**src/rtl/mod4_count_monitor.sv**
```systemverilog
// Monitors the 2-bit count of an upstream mod-4 counter: one-hot phase, wrap pulse/count, sticky sequence error.
// Latency: every output reflects the sample taken on the previous rising edge with count_vld=1.
// Backpressure: none; samples are taken only when count_vld=1, and all state holds otherwise.
// Optional build macro MOD4_MON_SAT_EN: wrap_count saturates at all-ones instead of wrapping modulo 2**WRAP_W.
module mod4_count_monitor #(
    parameter int WRAP_W = 8
) (
    input  logic              clk,
    input  logic              reset,
    input  logic [1:0]        count_in,
    input  logic              count_vld,
    input  logic              err_clr,
    output logic [3:0]        phase_onehot,
    output logic              wrap_pulse,
    output logic [WRAP_W-1:0] wrap_count,
    output logic              seq_err,
    output logic [1:0]        fsm_state
);

    // FSM encodings; 2'b11 is unused and falls back to SYNC
    localparam logic [1:0] ST_SYNC  = 2'b00;
    localparam logic [1:0] ST_TRACK = 2'b01;
    localparam logic [1:0] ST_FAULT = 2'b10;

    logic [1:0]        r_state;
    logic [1:0]        r_prev_count;
    logic [3:0]        r_phase;
    logic              r_wrap_pulse;
    logic [WRAP_W-1:0] r_wrap_count;
    logic              r_seq_err;

    logic [1:0]        w_next_state;
    logic [1:0]        w_delta;
    logic              w_checking;
    logic              w_wrap;
    logic              w_err_set;
    logic              w_cnt_full;
    logic [WRAP_W-1:0] w_wrap_count_next;

    // Wrapping 2-bit distance from the previous sample: 0 hold, 1 advance, 2/3 illegal
    assign w_delta = count_in - r_prev_count;

    // A clearing cycle is never checked, even when the sample is valid
    assign w_checking = count_vld && !err_clr && (r_state == ST_TRACK);

    // State register: synchronous reset overrides everything
    always_ff @(posedge clk) begin
        if (reset) begin
            r_state <= ST_SYNC;
        end else begin
            r_state <= w_next_state;
        end
    end

    // Next-state logic: err_clr from any state wins over an illegal step
    always_comb begin
        w_next_state = r_state;
        if (err_clr) begin
            w_next_state = ST_SYNC;
        end else begin
            case (r_state)
                ST_SYNC: begin
                    if (count_vld) begin
                        w_next_state = ST_TRACK;
                    end
                end
                ST_TRACK: begin
                    if (count_vld && w_delta[1]) begin
                        w_next_state = ST_FAULT;
                    end
                end
                ST_FAULT: begin
                    w_next_state = ST_FAULT;
                end
                default: begin
                    w_next_state = ST_SYNC;
                end
            endcase
        end
    end

    // Output decode: wrap and error events qualified by the current state
    always_comb begin
        w_wrap    = 1'b0;
        w_err_set = 1'b0;
        if (w_checking) begin
            // delta=1 from prev=3 can only land on 0, so that is exactly the 3->0 wrap
            w_wrap    = (w_delta == 2'd1) && (r_prev_count == 2'd3);
            w_err_set = w_delta[1];
        end
    end

    assign w_cnt_full = (r_wrap_count == {WRAP_W{1'b1}});

    // Wrap counter next value; only the all-ones case differs between builds
    always_comb begin
        w_wrap_count_next = r_wrap_count;
        if (w_wrap) begin
`ifdef MOD4_MON_SAT_EN
            if (!w_cnt_full) begin
                w_wrap_count_next = r_wrap_count + WRAP_W'(1);
            end
`else
            w_wrap_count_next = r_wrap_count + WRAP_W'(1);
`endif
        end
    end

    // Sample path: previous count and phase follow every valid sample in all states
    always_ff @(posedge clk) begin
        if (reset) begin
            r_prev_count <= 2'd0;
            r_phase      <= 4'b0000;
        end else if (count_vld) begin
            r_prev_count <= count_in;
            r_phase      <= 4'b0001 << count_in;
        end
    end

    // Event registers: one-cycle wrap pulse, wrap counter, sticky error
    always_ff @(posedge clk) begin
        if (reset) begin
            r_wrap_pulse <= 1'b0;
            r_wrap_count <= '0;
            r_seq_err    <= 1'b0;
        end else begin
            r_wrap_pulse <= w_wrap;
            r_wrap_count <= w_wrap_count_next;
            if (err_clr) begin
                r_seq_err <= 1'b0;
            end else if (w_err_set) begin
                r_seq_err <= 1'b1;
            end
        end
    end

    assign phase_onehot = r_phase;
    assign wrap_pulse   = r_wrap_pulse;
    assign wrap_count   = r_wrap_count;
    assign seq_err      = r_seq_err;
    assign fsm_state    = r_state;

endmodule

```
**config.mk**
```make
export PLATFORM = sky130hd
export DESIGN_NAME = mod4_count_monitor
export DESIGN_NICKNAME = d
export VERILOG_FILES = /design/src/rtl/mod4_count_monitor.sv
export SDC_FILE = /design/constraint.sdc
export NUM_CORES = 1
export LEC_CHECK = 0
export BUFFER_PORTS_ARGS = -buffer_cell sky130_fd_sc_hd__buf_2
export CAP_MARGIN = 20
export CORE_MARGIN = 5
export CORE_UTILIZATION = 40
export DETAILED_ROUTE_END_ITERATION = 8
export GPL_TIMING_DRIVEN = 0
export PLACE_DENSITY = 0.66
export SYNTH_ARGS = -nofsm -noshare
export SYNTH_HDL_FRONTEND = slang
export SYNTH_SLANG_ARGS = --single-unit
```
**constraint.sdc**
```tcl
create_clock -name clk -period 1.8 [get_ports clk]
set_input_delay 0.09 -clock clk [delete_from_list [all_inputs] [get_ports clk]]
set_output_delay 0.09 -clock clk [all_outputs]
set_load 0.03 [all_outputs]
```
==> impl_results.md, run 1 <==
* Status: finished with violations
* Failing checks: negative setup slack
* Synth Warn # at 0
* Worst hold path class: in -> reg
* Pwr Density at between 600 and 700 mW/mm²
* Hold_ws at ~0.086 ns
* Worst path slowest cell: or4_4
* Gr usage total at between 10% and 20%
* # setup viols final at 3
* Sequential share of power at 58.5%
* Die Y at 55.95 µm
* Cts hold-fix bufs at 0
* Clk_lat worst skew at ~0.29 ns
* Die area at 0.003130 mm²
* H-tree levels at 1
* Nets@finish at about 130
* Routed WL at about 1900 µm
* Vias in the first global route at about 700
* Clock share of power at roughly 29%
* Internal cell power at about 520 µW
* Relative slew slack at around 69%
* Fmax at around 530 MHz
* Total grt overflow at 0
* Worst EP arrival at approximately 2.1 ns
* Switching power at roughly 180 µW
* Syn_nets at approximately 100
* Starting density of the core at a little over two fifths
* RSZ-0062 raised after global routing: true
* Area Growth Syn to Fin at 35.56%
* Via density at between 4 and 5
* CTS tree: yes
* GP Congestion at 0.7790
* Slowest stage delay, CP at about 0.47 ns
* Crit path kind: reg -> reg
* Vias at just over 700
* Total of max-cap violations at 0
* Rows at 16
* Worst setup margin at -0.09139 ns
* WL per Instance at about 13 µm
* Max IR drop VDD at between 0.0004 and 0.0005 V
* Layout cells sized above 1 at between 40% and 50%
* Fin. Hold Viols at 0
* Total clock sinks at 18
* Syn avg cell area at about 9.1 µm²
* N_diodes at 0
* # DRC at 0
* Yosys reg bits at 18
* Routed Antenna Nets at 0
* Crit-path max FO at 3
* Core Region at about 0.002 mm²
* WP buf/inv at 1
* Mapped Cells at 93
* Power, Total at 707.7 µW
* Slew @ Worst Pin at between 0.4 and 0.5 ns
* Crit start category: register
* Initial antenna violation count at 0
* CTS Buf Count at 3
* First-pass iteration count of the detailed router at 4
* Setup WS pre-CTS at -0.1730 ns
* Crit path capture type: register
* Slew Limit Fails at 0
* Clk root buf: clkbuf_4
* Skew final at slightly below 0.004 ns
* Final period util at 105.1%
* Clock transition at path regs at 0.10 ns
* # port buffers at 19
* Sw Ratio at between 20% and 30%
* Sequential area share after synthesis at 42.67%
* Leakage power at 0.4849 nW
* DR iter-0 viols at 15
* Min cycle time layout at 1.891 ns
* Top cell family by delay on the critical path: simple AND/OR/NAND/NOR gates
* Most common cell after layout, fill and taps aside: buf_2
* DP Wirelength at 1231 µm
* Largest net degree at the start of global routing at 11
* Most frequent cells in the layout: buf_2 (19), dfxtp_1 (15), nor2_1 (11)
* Combinational group share of total power at between 10 and 15%
* Critical path required time at ~2.0 ns
* Synthesized area at about 840 µm²
* # fillers at 189
* Die width at around 56 µm
* Count of different cell masters after synthesis at 26
* Boundary Pins at 22
* Clock Path Buffers at 2
* Worst path cell trace: ha_4 -> nand4bb_4 -> or3_4 -> buf_6 -> or4_4 -> a21oi_2
* First-pass GRT wire length at 3056 µm
## final cells by class
type / instances / area (µm²) / area share, %
inverter: 4 / 15.01 / 1.311
timing repair buffer: 25 / 156.4 / 13.66
clock buffer: 3 / 22.52 / 1.967
buffer: 4 / 30.03 / 2.623
tap: 27 / 33.78 / 2.951
sequential: 18 / 364.1 / 31.80
multi-input combinational: 67 / 523.0 / 45.68
## routing by layer
metal	part of all wire (%)	routed length [µm]	global-route usage (%)
met5	0	0	0
met4	1.4	26	4.068
met3	3.3	63	3.480
met2	48	908	19.26
met1	47	882	15.07
## logic make-up (layout without fill, tap and decap cells)
group           count (synthesis)  count (layout)  synth area share, %
compound gates                 18              18                12.15
xor+xnor                        5               5                7.705
fa+ha+maj                       5               5                7.407
buf+inv                         8              36                5.333
flops                          18              18                42.67
mux                             2               2                2.370
simple gates                   37              37                22.37
## power by group through the flow
stage | clock network (mW) | registers [mW] | logic, mW
final | 0.202 | 0.414 | 0.0913
after global routing | 0.225 | 0.415 | 0.102
after CTS | 0.202 | 0.414 | 0.0902
after detailed placement | 0 | 0.422 | 0.0806
after global placement | 0 | 0.421 | 0.0790
after floorplan | 0 | 0.433 | 0.0477
## flip-flops by register name, indices dropped and copies added, names as in the netlist
name and flops:
phase_onehot 4, wrap_pulse 1, wrap_count 8, r_prev_count 2
fsm_state 2, seq_err 1
## Yosys cell counts (all sizes together)
cell type	instances	area (µm²)
o21ai	4	20.02
nand4bb	1	11.26
nor3	1	5.000
xnor2	3	33.79
dfxtp	18	360.4
inv	4	15.01
a21oi	10	50.05
nand3	7	35.03
nor4b	1	8.760
xnor3	1	22.52
o31ai	2	15.01
nand2	9	33.78
or3	3	26.27
or4	2	15.01
nor2	11	41.29
and3	1	6.260
nor4	1	6.260
o21ba	1	10.01
o21a	1	7.510
buf	2	22.52
xor2	1	8.760
mux2i	2	20.02
ha	5	62.56
clkbuf	2	7.510
## worst reg2reg max path: stages (launching register included)
cell,delay [ns]
dfxtp_2,0.36
ha_4,0.19
nand4bb_4,0.19
or3_4,0.35
buf_6,0.14
or4_4,0.47
a21oi_2,0.13
## timing repair
action | in CTS | in global routing
gates resized for setup | 8 | 12
setup endpoints to repair | 4 | 4
buffers inserted | 4 | 2
pin swaps | 3 | 7
## through the flow
step	TNS [ns]	std cells	cell area, µm²	util [%]
CTS	-0.1221	146	1071	54.04
floorplan	-0.1762	93	847.1	-
global placement	-0.4034	139	975.9	49.24
global route	-0.4960	148	1145	57.77
detailed placement	-0.5574	139	975.9	49.24
finish	-0.2279	148	1145	57.77
## final timing paths
kind                                      start         endpoint  slack (ns)  depth (start not counted)
worst max-delay path            r_prev_count[0]    wrap_count[7]       -0.09                          6
worst min register to register  phase_onehot[2]  phase_onehot[2]        0.47                          2
worst min-delay path                count_in[1]  r_prev_count[1]        0.09                          3
worst max register to register  r_prev_count[0]    wrap_count[7]       -0.09                          6
No activity file was read; power rests on OpenSTA's default activity.
==> run 2, diff against run 1 <==
CORE_UTILIZATION = 45   (was 40)
PLACE_DENSITY = 0.72   (was 0.66)
==> impl_results.md, run 2 (synthesis results as in run 1) <==
* WP buf/inv at 1
* Critical path required time at around 2.0 ns
* Boundary Pins at 22
* Dpl cells at 137
* Slew @ Worst Pin at about 0.47 ns
* RSZ-0062 raised after global routing: true
* Routed WL at ~1700 µm
* Top cell family by delay on the critical path: simple AND/OR/NAND/NOR gates
* DR iter-0 viols at 15
* Power, Total at 753.4 µW
* Clock Path Buffers at 2
* Area Growth Syn to Fin at 29.33%
* Starting density of the core at 47.87%
* Min cycle time layout at about 1.9 ns
* Critical Path Source: r_prev_count[0]
* Total grt overflow at 0
* Total clock sinks at 18
* Die width at 53.32 µm
* WL per Instance at ~12 µm
* Worst path slowest cell: or4_1
* Crit path kind: reg -> reg
* Critical Path End: wrap_count[7]
* CP Depth at 6
* Vias in the first global route at about 710
* Final period util at 103.5%
* Routed Antenna Nets at 0
* Reg2reg start: r_prev_count[0]
* First-pass GRT wire length at slightly below 3000 µm
* Worst hold path class: in -> reg
* Status: finished with violations
* Via density at between 5 and 6
* Nets@finish at 133
* Relative slew slack at between 60 and 70%
* H-tree levels at 1
* Worst setup margin at -0.06367 ns
* CTS Buf Count at 3
* Footprint of the multi-input gates at around 480 µm²
* Fin. Hold Viols at 0
* Cell Count, Final, Fillers Out at roughly 150
* Core Region at around 0.0018 mm²
* Largest net degree at the start of global routing at 11
* Crit path capture type: register
* Slowest stage delay, CP at between 0.4 and 0.5 ns
* Rows at 15
* Crit start category: register
* Most frequent cells in the layout: buf_2 (19), dfxtp_1 (15), nor2_1 (11)
* DP Wirelength at about 1200 µm
* GP Congestion at just over 0.7
* Most common cell after layout, fill and taps aside: buf_2
* R2R cell count at 6
* Clk_lat worst skew at between 0.2 and 0.3 ns
* Slew Limit Fails at 0
* Max FFs per register at 8
* First-pass iteration count of the detailed router at 4
* Failing checks: negative setup slack
* Leakage power at 0.4750 nW
* Worst path cell trace: ha_4 -> nand4bb_4 -> or3_4 -> buf_6 -> or4_1 -> a21oi_1
* Register area at 366.6 µm²
* CTS tree: yes
* # DRC at 0
* Pwr Density at slightly below 700 mW/mm²
* Total of max-cap violations at 0
* N_diodes at 0
* Die Y at between 50 and 60 µm
* Skew final at 0.002511 ns
* R2r endpoint: wrap_count[7]
* Fmax at 536.6 MHz
* Worst EP arrival at about 2.1 ns
* Layout cells sized above 1 at between 30% and 40%
* # setup viols final at 3
* # fillers at about 190
* Setup WS pre-CTS at -0.1494 ns
* Fin Setup TNS at -0.1121 ns
* Die area at about 0.0028 mm²
* Vias at around 740
* Max IR drop VDD at roughly 0.00068 V
* Clock transition at path regs at approximately 0.1 ns
* Initial antenna violation count at 0
* Reg-to-reg setup timing slack at -0.06 ns
* Crit-path max FO at 5
* Layout Utilization at roughly three fifths
* Clk root buf: clkbuf_4
* Gr usage total at between 10% and 20%
* # port buffers at 19
[run 2: cell count changes in the layout (fill, tap and decap cells not counted), sizes merged]
| cell | delta |
|---|---|
| clkbuf | +1 |
| buf | -1 |
[run 2: worst reg2reg max path, cell delays in order, from the launching register on]
cell       delay [ns]
dfxtp_4          0.36
ha_4             0.20
nand4bb_4        0.18
or3_4            0.34
buf_6            0.13
or4_1            0.46
a21oi_1          0.12
[run 2: routing by layer]
metal	global-route usage (%)	wire length, µm
met5	0	0
met4	3.830	0
met3	7.324	122
met2	23.47	812
met1	14.80	759
[run 2: through the flow]
| stage | area [µm²] | hold slack [ns] |
|---|---|---|
| 3_3_place_gp | 973.4 | 0.3787 |
| 2_1_floorplan | 847.1 | 0.2415 |
| 4_1_cts | 1092 | 0.06646 |
| 5_1_grt | 1092 | 0.07308 |
| 3_5_place_dp | 973.4 | 0.3831 |
| 6_report | 1092 | 0.08083 |
[run 2: final cells by class]
cell class / count / area share, %
multi-input combinational: 67 / 43.99
sequential: 18 / 33.56
timing repair buffer: 24 / 12.14
clock buffer: 4 / 3.322
tap: 25 / 2.864
buffer: 4 / 2.749
inverter: 4 / 1.375
[run 2: how the worst min path moves through the flow]
stage	startpoint	to	slack, ns	cells after the start
global placement	count_in[1]	r_prev_count[1]	0.38	3
detailed placement	count_in[1]	r_prev_count[1]	0.38	3
CTS	count_in[1]	r_prev_count[1]	0.07	3
global route	count_in[1]	r_prev_count[1]	0.07	3
finish	count_in[1]	r_prev_count[1]	0.08	3
floorplan	count_vld	r_prev_count[1]	0.24	2
[run 2: power by group]
part / total, mW / internal (mW) / leakage, nW / switching (mW)
clock network: 0.248 / 0.123 / 0.0210 / 0.125
registers: 0.413 / 0.406 / 0.148 / 0.00631
logic: 0.0923 / 0.0399 / 0.307 / 0.0524
[run 2: what timing repair did]
item                                    in CTS  in global routing
cloned                                       0                  0
setup buffers                                5                  0
resized for setup                            8                  2
hold buffers                                 0                  0
hold endpoints to repair                     0                  0
endpoints found under the setup margin       4                  4
pin swaps                                    5                  2
==> run 3, diff against run 2 <==
SKIP_CTS_REPAIR_TIMING = 1   (was default)
==> impl_results.md, run 3 (synthesis results as in run 1) <==
* Status: finished with violations
* Failing checks: negative setup slack
* Routed WL at 1654 µm
* Routed Antenna Nets at 0
* Worst setup margin at -0.1064 ns
* Vias in the first global route at 628
* Clock share of power at between 30 and 40%
* # fillers at 187
* Crit path capture type: register
* Skew final at ~0.0052 ns
* Slew Limit Fails at 0
* First-pass GRT wire length at around 2700 µm
* Initial antenna violation count at 0
* Sequential share of power at a little under three fifths
* Die area at between 0.002 and 0.003 mm²
* Total clock sinks at 18
* Hold depth at 3
* Fmax at 524.5 MHz
* Layout cells sized above 1 at roughly a third
* Largest net degree at the start of global routing at 11
* Total of max-cap violations at 0
* Clk root buf: clkbuf_4
* Fin. Hold Viols at 0
* Hold EP: r_prev_count[1]
* Crit start category: register
* N_diodes at 0
* Rows at 15
* Cell Count, Final, Fillers Out at approximately 150
* Die width at 53.32 µm
* Crit path kind: reg -> reg
* # setup viols final at 4
* Nets@finish at around 130
* WL per Instance at 11.41 µm
* Max IR drop VDD at between 0.0006 and 0.0007 V
* DR iter-0 viols at 21
* Power, Total at about 750 µW
* GP Congestion at 0.7088
* Starting density of the core at between 40% and 50%
* Min cycle time layout at 1.906 ns
* Clk_lat worst skew at 0.30 ns
* # DRC at 0
* Relative slew slack at between 60% and 70%
* Critical path required time at approximately 2 ns
* # port buffers at 19
* Max FFs per register at 8
* Switching power at 185.6 µW
* Slowest stage delay, CP at between 0.4 and 0.5 ns
* Leakage power at ~0.47 nW
* Post-route design area at 0.001095 mm²
* R2r endpoint: wrap_count[7]
* First-pass iteration count of the detailed router at 4
* Combinational group share of total power at 11.8%
* Most common cell after layout, fill and taps aside: buf_2
* R2R cell count at 6
* Vias at between 700 and 800
* CTS Buf Count at 3
* Area Growth Syn to Fin at 29.63%
* Worst hold path class: in -> reg
* Post-DP Area at a little under 0.001 mm²
* Via density at about 5
* Pwr Density at around 690 mW/mm²
* Core Region at 0.001764 mm²
* Hold Crit Start: count_in[1]
* Worst path cell trace: ha_4 -> nand4bb_4 -> or3_4 -> buf_8 -> or4_1 -> a21oi_1
* Clock transition at path regs at approximately 0.1 ns
* Worst EP arrival at ~2.1 ns
* Reg2reg start: r_prev_count[0]
* RSZ-0062 raised after global routing: true
* Most frequent cells in the layout: buf_2 (19), dfxtp_1 (15), nor2_1 (11)
* Reg-to-reg setup timing slack at -0.11 ns
* Gr usage total at between 10% and 20%
* Sw Ratio at ~25%
* Boundary Pins at 22
* Total grt overflow at 0
* Slew @ Worst Pin at about 0.47 ns
* Dpl cells at between 100 and 150
* Die Y at approximately 53 µm
* Internal cell power at roughly 570 µW
* Worst path slowest cell: or4_1
* Final period util at 105.9%
* H-tree levels at 1
* Crit-path max FO at 7
* Clock Path Buffers at 2
* Fin Setup TNS at -0.3559 ns
* DP Wirelength at 1215 µm
* CTS tree: yes
-- run 3: stage by stage --
step                      utilization (%)  hold slack [ns]  setup slack (ns)
after global routing                62.06          0.07443           -0.1626
after detailed placement            55.18           0.3831           -0.1494
after CTS                           57.23          0.06639           -0.1735
after floorplan                         -           0.2415          -0.07423
final                               62.06          0.07230           -0.1064
after global placement              55.18           0.3787           -0.1327
-- run 3: worst max-delay path by stage --
| stage | cells after the start | end | start | slack, ns |
|---|---|---|---|---|
| after floorplan | 6 | wrap_count[7] | r_prev_count[0] | -0.07 |
| after global placement | 6 | wrap_count[7] | r_prev_count[0] | -0.13 |
| after detailed placement | 6 | wrap_count[7] | r_prev_count[0] | -0.15 |
| after CTS | 6 | wrap_count[7] | r_prev_count[0] | -0.17 |
| after global routing | 6 | wrap_count[3] | r_prev_count[0] | -0.16 |
| final | 6 | wrap_count[7] | r_prev_count[0] | -0.11 |
-- run 3: area by class of cell --
cell class	count	area, µm²	area share, %
inverters	4	15.01	1.371
multi-input cells	67	486.7	44.46
well taps	25	31.28	2.857
plain buffers	4	33.78	3.086
clock buffers	4	36.28	3.314
repair buffers	23	125.1	11.43
flip-flops and latches	18	366.6	33.49
-- run 3: metal layers --
metal	GRT usage [%]	vias up	part of all wire (%)
met5	0	-	0
met4	2.553	0	0
met3	7.042	0	7.5
met2	20.82	17	46
met1	14.29	341	46
li1	-	378	-
-- run 3: worst max-delay path, delay by kind of cell (launching register included) --
kind	cells	cell delay, ns
AND/OR/NAND/NOR	3	0.99
flip-flops	1	0.38
adder cells (fa/ha/maj)	1	0.21
AO/OA/AOI/OAI	1	0.12
buffers and inverters	1	0.14
-- run 3: power groups by stage --
stage | Clock, mW | Combinational, mW | Sequential [mW]
2_1_floorplan | 0 | 0.0477 | 0.433
4_1_cts | 0.258 | 0.0807 | 0.413
3_5_place_dp | 0 | 0.0805 | 0.422
5_1_grt | 0.277 | 0.0978 | 0.416
6_report | 0.250 | 0.0885 | 0.414
3_3_place_gp | 0 | 0.0789 | 0.421
